`config.mk`:
```
export PLATFORM = sky130hd
export DESIGN_NAME = tnoc_axi_burst_splitter
export DESIGN_NICKNAME = d
export VERILOG_FILES = /design/src/rtl/tnoc_axi_burst_splitter.sv
export SDC_FILE = /design/constraint.sdc
export NUM_CORES = 1
export LEC_CHECK = 0
export CAP_MARGIN = 0
export CORE_ASPECT_RATIO = 0.75
export CORE_MARGIN = 2
export CORE_UTILIZATION = 38
export CTS_CLUSTER_DIAMETER = 60
export DETAILED_ROUTE_END_ITERATION = 6
export HOLD_SLACK_MARGIN = 0.08
export PLACE_DENSITY_LB_ADDON = 0.05
export REMOVE_ABC_BUFFERS = 1
export SLEW_MARGIN = 20
export SYNTH_ARGS = -nofsm -noshare
export SYNTH_HDL_FRONTEND = slang
export SYNTH_SLANG_ARGS = --single-unit
```
`constraint.sdc`:
```
create_clock -name i_clk -period 10.05 [get_ports i_clk]
set_clock_uncertainty 0.2 [all_clocks]
set_input_delay 2.5125 -clock i_clk [delete_from_list [all_inputs] [get_ports i_clk]]
set_output_delay 2.5125 -clock i_clk [all_outputs]
set_load 0.01 [all_outputs]
```
`src/rtl/tnoc_axi_burst_splitter.sv`:
```
// Splits one NoC request header into legal AXI4 INCR address-channel sub-bursts.
// A sub-burst never exceeds 256 beats and never crosses a 4KB boundary.
module tnoc_axi_burst_splitter #(
    parameter int unsigned ADDRESS_WIDTH     = 64,
    parameter int unsigned DATA_WIDTH        = 256,
    parameter int unsigned BYTE_LENGTH_WIDTH = 13,
    parameter int unsigned ID_WIDTH          = 5
) (
    input  logic                         i_clk,
    input  logic                         i_rst_n,
    input  logic                         i_req_valid,
    output logic                         o_req_ready,
    input  logic [ID_WIDTH-1:0]          i_req_id,
    input  logic [ADDRESS_WIDTH-1:0]     i_req_address,
    input  logic [2:0]                   i_req_byte_size,
    input  logic [BYTE_LENGTH_WIDTH-1:0] i_req_byte_length,
    output logic                         o_axi_valid,
    input  logic                         i_axi_ready,
    output logic [ID_WIDTH-1:0]          o_axi_id,
    output logic [ADDRESS_WIDTH-1:0]     o_axi_addr,
    output logic [7:0]                   o_axi_len,
    output logic [2:0]                   o_axi_size,
    output logic [1:0]                   o_axi_burst,
    output logic                         o_axi_last_split
);

    localparam int unsigned MAX_SIZE_INT = $clog2(DATA_WIDTH / 8);
    localparam logic [2:0]  MAX_SIZE     = 3'(MAX_SIZE_INT);

    typedef enum logic {StIdle, StIssue} state_t;

    state_t                     state_q, state_d;
    logic [ID_WIDTH-1:0]        id_q, id_d;
    logic [ADDRESS_WIDTH-1:0]   addr_q, addr_d;
    logic [7:0]                 len_q, len_d;
    logic [2:0]                 size_q, size_d;
    logic                       last_q, last_d;
    logic [13:0]                remaining_q, remaining_d;

    // Beats that fit before the next 4KB page, capped at 256 and at what is left.
    function automatic logic [8:0] calc_beats(input logic [11:0] offset,
                                              input logic [2:0]  size,
                                              input logic [13:0] remaining);
        logic [12:0] boundary;
        logic [13:0] beats;
        boundary = (13'd4096 - {1'b0, offset}) >> size;
        beats    = remaining;
        if (beats > 14'd256) beats = 14'd256;
        if ({1'b0, boundary} < beats) beats = {1'b0, boundary};
        return beats[8:0];
    endfunction

    logic [2:0]                   req_size;
    logic [6:0]                   req_mask;
    logic [BYTE_LENGTH_WIDTH-1:0] req_length;
    logic [13:0]                  req_total;
    logic [ADDRESS_WIDTH-1:0]     req_aligned;
    logic [8:0]                   req_beats;

    logic [6:0]                   cur_mask;
    logic [ADDRESS_WIDTH-1:0]     cur_aligned;
    logic [8:0]                   cur_beats;
    logic [ADDRESS_WIDTH-1:0]     next_aligned;
    logic [13:0]                  next_remaining;
    logic [8:0]                   next_beats;

    always_comb begin
        req_size    = (i_req_byte_size > MAX_SIZE) ? MAX_SIZE : i_req_byte_size;
        req_mask    = 7'((8'd1 << req_size) - 8'd1);
        // A zero length is illegal; treat it as a single byte.
        req_length  = (i_req_byte_length == '0) ? BYTE_LENGTH_WIDTH'(1) : i_req_byte_length;
        req_total   = (14'(i_req_address[6:0] & req_mask) + 14'(req_length) + 14'(req_mask))
                      >> req_size;
        req_aligned = i_req_address & ~ADDRESS_WIDTH'(req_mask);
        req_beats   = calc_beats(req_aligned[11:0], req_size, req_total);

        cur_mask       = 7'((8'd1 << size_q) - 8'd1);
        cur_aligned    = addr_q & ~ADDRESS_WIDTH'(cur_mask);
        cur_beats      = {1'b0, len_q} + 9'd1;
        next_aligned   = cur_aligned + (ADDRESS_WIDTH'(cur_beats) << size_q);
        next_remaining = remaining_q - 14'(cur_beats);
        next_beats     = calc_beats(next_aligned[11:0], size_q, next_remaining);
    end

    always_comb begin
        state_d     = state_q;
        id_d        = id_q;
        addr_d      = addr_q;
        len_d       = len_q;
        size_d      = size_q;
        last_d      = last_q;
        remaining_d = remaining_q;
        unique case (state_q)
            StIdle: begin
                if (i_req_valid) begin
                    state_d     = StIssue;
                    id_d        = i_req_id;
                    addr_d      = i_req_address;
                    size_d      = req_size;
                    remaining_d = req_total;
                    len_d       = 8'(req_beats - 9'd1);
                    last_d      = (14'(req_beats) == req_total);
                end
            end
            StIssue: begin
                if (i_axi_ready) begin
                    if (last_q) begin
                        state_d = StIdle;
                    end else begin
                        addr_d      = next_aligned;
                        remaining_d = next_remaining;
                        len_d       = 8'(next_beats - 9'd1);
                        last_d      = (14'(next_beats) == next_remaining);
                    end
                end
            end
            default: state_d = StIdle;
        endcase
    end

    always_ff @(posedge i_clk) begin
        if (!i_rst_n) begin
            state_q     <= StIdle;
            id_q        <= '0;
            addr_q      <= '0;
            len_q       <= '0;
            size_q      <= '0;
            last_q      <= 1'b0;
            remaining_q <= '0;
        end else begin
            state_q     <= state_d;
            id_q        <= id_d;
            addr_q      <= addr_d;
            len_q       <= len_d;
            size_q      <= size_d;
            last_q      <= last_d;
            remaining_q <= remaining_d;
        end
    end

    assign o_req_ready      = (state_q == StIdle);
    assign o_axi_valid      = (state_q == StIssue);
    assign o_axi_id         = id_q;
    assign o_axi_addr       = addr_q;
    assign o_axi_len        = len_q;
    assign o_axi_size       = size_q;
    assign o_axi_burst      = 2'b01;
    assign o_axi_last_split = last_q;

endmodule

```
; Yosys cells after proc, flatten, opt, wreduce, memory -nomap -nowiden
; Cells that the tools add are included.
[classes]
add_sub_neg = 11
order_cmp = 5
eq_ne = 5
shift = 6
mux = 26
bitwise = 6
reduce_logical = 4
[ops]
columns = cell, n
row1 = 2-to-1 mux 64 bit, 3
row2 = case mux 64 bit (2 select lines), 1
row3 = 2-to-1 mux 14 bit, 5
row4 = adder 64 bit, 1
row5 = bitwise AND 64 bit, 1
row6 = NOT 7 -> 64 bit, 1
row7 = << shifter 9 x 3 -> 64 bit, 1
row8 = equality test 9 x 14 -> 1 bit, 2
row9 = "greater-than comparator 14 x 9 -> 1 bit, second input constant", 2
row10 = < comparator 13 x 14 -> 1 bit, 2
row11 = case mux 14 bit (2 select lines), 1
row12 = right shift 13 x 3 -> 13 bit, 2
row13 = "subtractor 13 x 12 -> 13 bit, first input constant", 2
row14 = 2-to-1 mux 8 bit, 3
row15 = 2-to-1 mux 9 bit, 2
row16 = case mux 8 bit (2 select lines), 1
row17 = "subtractor 8 x 1 -> 8 bit, second input constant", 2
row18 = adder 14 x 7 -> 14 bit, 1
row19 = adder 7 x 13 -> 14 bit, 1
row20 = "<< shifter 1 x 3 -> 7 bit, first input constant", 2
row21 = right shift 14 x 3 -> 14 bit, 1
row22 = subtractor 14 x 9 -> 14 bit, 1
row23 = "subtractor 7 x 1 -> 7 bit, second input constant", 2
row24 = logical NOT 13 bit, 1
row25 = other kinds (13), 22
[totals]
register_bits = 96
input_bits = 89
out_inout_bits = 85
wordCells = 70

; Logic depth before layout (Yosys ltp)
[logic_depth]
word_depth = 15
mapped_depth = 37
mapped_depth_nobuf = 35

; Worst setup path after synthesis
; Ideal clock, no wire load.
[synth_path]
kind = in2reg
startpoint = input port i_req_byte_size[2]
endpoint = register len_q[4] (netlist: o_axi_len[4])
setup_time_ps = 132
arrival_time_ps = 10386
required_ps = 9718
setup_slack_ps = -668
cell_stages = 34
n_path_buf = 6
path_cell_list = clkbuf_1 clkbuf_1 buf_1 clkbuf_1 clkbuf_1 o21ai_0 fa_1 fa_1 nand2b_1 a211oi_2 o21ai_0 and2_1 mux4_2 a21oi_2 nand4b_1 o31a_1 or3_1 ha_1 and4_1 a221o_1 a31oi_1 o21ai_0 nor2_1 nand2b_1 o41ai_2 buf_2 a21oi_1 o41ai_1 nand2_1 ha_1 a21boi_1 and3_1 o21ai_0 a21oi_1
[synth_via]
elab_chain_cells = 15
elab_cells_between_ends = 19
cone_classes = add/sub: 5 / order compare: 3 / shift: 3 / mux: 5 / bitwise: 3
[synth_rtl]
columns = item, line
row1 = from (decl), 15  ; input logic [2:0] i_req_byte_size,
row2 = greater-than comparator 3 bit, 68  ; req_size = (i_req_byte_size > MAX_SIZE) ? MAX_SIZE : i_req_byte_size;
row3 = 2-to-1 mux 3 bit *, 68
row4 = << shifter 1 x 3 -> 7 bit, 69  ; req_mask = 7'((8'd1 << req_size) - 8'd1);
row5 = subtractor 7 x 1 -> 7 bit, 69
row6 = bitwise AND 7 bit, 72  ; req_total = (14'(i_req_address[6:0] & req_mask) + 14'(req_length) + 14'(req_mask))
row7 = adder 7 x 13 -> 14 bit, 72
row8 = adder 14 x 7 -> 14 bit, 72
row9 = right shift 14 x 3 -> 14 bit, 72
row10 = greater-than comparator 14 x 9 -> 1 bit, 48  ; if (beats > 14'd256) beats = 14'd256;
row11 = 2-to-1 mux 14 bit, 48
row12 = < comparator 13 x 14 -> 1 bit, 49  ; if ({1'b0, boundary} < beats) beats = {1'b0, boundary};
row13 = 2-to-1 mux 9 bit *, 49
row14 = subtractor 8 x 1 -> 8 bit *, 101  ; len_d = 8'(req_beats - 9'd1);
row15 = 2-to-1 mux 8 bit *, 95  ; if (i_req_valid) begin
row16 = case mux 8 bit (2 select lines) *, 93  ; unique case (state_q)
row17 = to (signal assigned), 134  ; len_q <= len_d;
row18 = to (decl), 35  ; logic [7:0] len_q, len_d;
; Every way passes the cells marked *; elsewhere a longest branch is shown, timed or not. The select of a mux whose other input is x is not followed.
; A chain may end at the register's enable or synchronous reset.

; Worst setup path in the final report
[layout_path]
startpoint = input port i_req_byte_size[2]
endpoint = register len_q[6] (netlist: o_axi_len[6])
; The elaborated chain is that of the path after synthesis.

==> metrics.yaml <==
yosys:
  syn-cell-area_mm2: 0.0118
  synth-seq-area-share_pct: 16.3
  yosysWarnings: 0
  syn-mean-instance-area_um2: 7.00
  synth-edff-count: 0
  synth.distinct_cells: 106
  synthFlopType: "dfxtp_1"
  synth-async-reset-ratio_pct: 0
  synth-seq-cells: 96
  syn_inst: 1688
floorplanning:
  start_util_pct: 38.9
  rows: 55
  die_w_um: 208
  core_area_mm2: 0.0303
  dieArea_mm2: 0.0325
  io_pins: 174
  fp.dieH_um: 157
clock_network:
  clkTransAtPathRegs_ps: 70
  cts_hold_buf: 0
  cts_root_buf: "clkbuf_16"
  cts_sinks: 96
  clk_path_buf_depth: 2
  clock_latency_ps: 370
  cts-htree-levels: 3
  tritoncts: "done"
  cts-buffers-inserted: 9
drt:
  wl_per_cell_um: 20.3
  drt_iter0_drc: 1164
  vias: 13821
  dr.pass1.iters: 6
  antenna_left: 0
  wl_um: 45500
  drc: 0
  via_per_inst: 6.16
timing:
  setup_violations: 0
  min_period_over_period_pct: 95.5
  slew_violations: 0
  rsz0062_at_grt: "no"
  max_freq_mhz: 104
  relSlewSlack_pct: 31.6
  post-route-min-period_ps: 9600
  tns_ps: 0
  finalHoldViolCount: 0
  tightest_slew_ps: 1020
final_layout:
  layout_commonest_cell: "nand2_1"
  drive_gt1_share_pct: 8.25
  multi_input_area_mm2: 0.00935
  seq_area_mm2: 0.00193
  nets: 1998
  fillers: 3112
  syn_to_final_growth_pct: 22.2
  stdcell_count: 2242
  final_util_pct: 47.6
  final_cell_mix: "nand2_1, clkdlybuf4s50_1, nor2_1, a21oi_1, o21ai_0"
  n_antenna_cell: 0
setup_path:
  timing.critical_path.arrival_ps: 9620
  critical_path.slowest_cell: "mux4_2"
  path_max_fanout: 10
  cp.required_ps: 10070
  r2r_cells: 32
  slowest_delay_ps: 490
  startpoint_type: "input port"
  cp-end-kind: "flip-flop"
  path_class: "input port to flip-flop"
pwr:
  pwr-share-comb_pct: 63.2
  swShare_pct: 48.1
  p_int_uw: 1150
  power_density_mw_per_mm2: 154
  seqPwrFrac_pct: 20.9
  power_frac_clock_pct: 15.9
  power_leakage_uw: 0.00552
  max-vdd-ir-drop_mv: 0.0889
  p_switching_uw: 1070
global_routing:
  track_usage_pct: 27.3
  grt_pass1_vias: 12599
  antenna_found_initial: 0
  grt_max_degree: 81
  grt_pass1_wl_um: 71500
  overflow: 0
placed_design:
  portBuffers: 171
  dp_hpwl_um: 34300
  dp_cells: 2224
  gp_congestion: 0.938
flow_run:
  maxCapViolCount: 0
outcome:
  status: "finished, final reports clean"
worst_hold_path:
  hold_class: "flip-flop to flip-flop"
  holdPathStages: 2
-- area by class of cell --
type	instances	area share, %
multi-input cells	1445	64.8
clock buffers	12	1.71
clock inverters	4	0.208
inverters	53	1.38
well taps	399	3.46
flip-flops and latches	96	13.3
repair buffers	233	15.1
-- worst paths after layout --
check | end | from | slack, ps
worst max register to register | o_axi_len[6] | o_axi_len[0] | 1690
worst min register to register | o_axi_id[3] | o_axi_id[3] | 260
worst max-delay path | o_axi_len[6] | i_req_byte_size[2] | 450
worst min-delay path | o_axi_id[3] | o_axi_id[3] | 260
-- flip-flops by register name, summed over array words and instances (netlist names) --
signal / cells
o_axi_last_split: 1
o_axi_len: 8
o_axi_id: 5
o_axi_size: 3
o_axi_valid: 1
o_axi_addr: 64
remaining_q: 14
-- stage by stage --
stage	hold slack, ps	power (uW)	area (um^2)	setup WS [ps]
after detailed placement	251	1830	14100	-18.5
final	259	2220	14400	450
after CTS	263	2200	14400	350
after global routing	278	2380	14400	5.11
after floorplan	236	1380	11400	-279
after global placement	241	1830	14100	203
-- cell families (layout without fill, tap and decap cells) --
family                   count (synthesis)  count (layout)  synth area share, %
other                                    2              14               0.0636
adder cells (fa/ha/maj)                 71              71                 8.16
XOR/XNOR                                39              39                 2.89
multiplexers                            47              47                 4.60
buffers and inverters                  159             302                 5.44
AND/OR/NAND/NOR                        676             676                 27.5
AO/OA/AOI/OAI                          598             598                 35.1
flip-flops                              96              96                 16.3
-- per-layer routing --
layer | up-vias | GRT usage [%] | routed length, um
li1 | 6655 | - | -
met1 | 6558 | 40.5 | 22100
met2 | 549 | 40.4 | 19200
met5 | - | 0 | 0
met4 | 0 | 7.07 | 826
met3 | 59 | 4.74 | 3380
-- power groups by stage --
stage | logic (uW) | registers, uW | clock network [uW]
2_1_floorplan | 901 | 482 | 0
3_3_place_gp | 1360 | 472 | 0
3_5_place_dp | 1360 | 473 | 0
4_1_cts | 1370 | 464 | 363
5_1_grt | 1540 | 471 | 373
6_report | 1400 | 465 | 353
-- Yosys cell counts, types with 10 or more instances --
cell,n,area (um^2)
nand2_1,198,743
a211oi_1,40,300
ha_1,61,763
o21a_1,12,90.1
a21oi_1,140,701
or2_2,12,75.1
o211a_1,12,120
xnor2_1,24,210
dfxtp_1,96,1920
nor4_1,23,144
buf_1,16,60.1
xor2_1,15,131
and2_1,22,138
clkbuf_1,79,297
nand3_1,72,360
nand4_1,26,163
or3_1,23,144
o31ai_1,12,90.1
nor2b_1,21,131
nor2_1,165,619
a211o_1,17,149
fa_1,10,200
o22ai_1,21,131
inv_1,50,188
o211ai_1,25,188
a31oi_1,29,181
a22oi_1,13,97.6
nand2b_1,13,81.3
a21o_1,25,188
nor3_1,44,220
o21ai_0,109,546
o21bai_1,12,90.1
and3_1,21,131
mux2i_1,34,340
-- worst max-delay path, delay by kind of cell --
kind,cells,cell delay [ps]
AO/OA/AOI/OAI,10,2040
XOR/XNOR,1,180
adder cells (fa/ha/maj),4,1090
buffers and inverters,6,1090
multiplexers,2,700
AND/OR/NAND/NOR,11,2010
-- repair_timing --
item                                    in CTS  in global routing
setup buffers                                0                  2
endpoints found under the setup margin       0                  5
resized for setup                            0                 11
(Power assumes the default switching activity.)
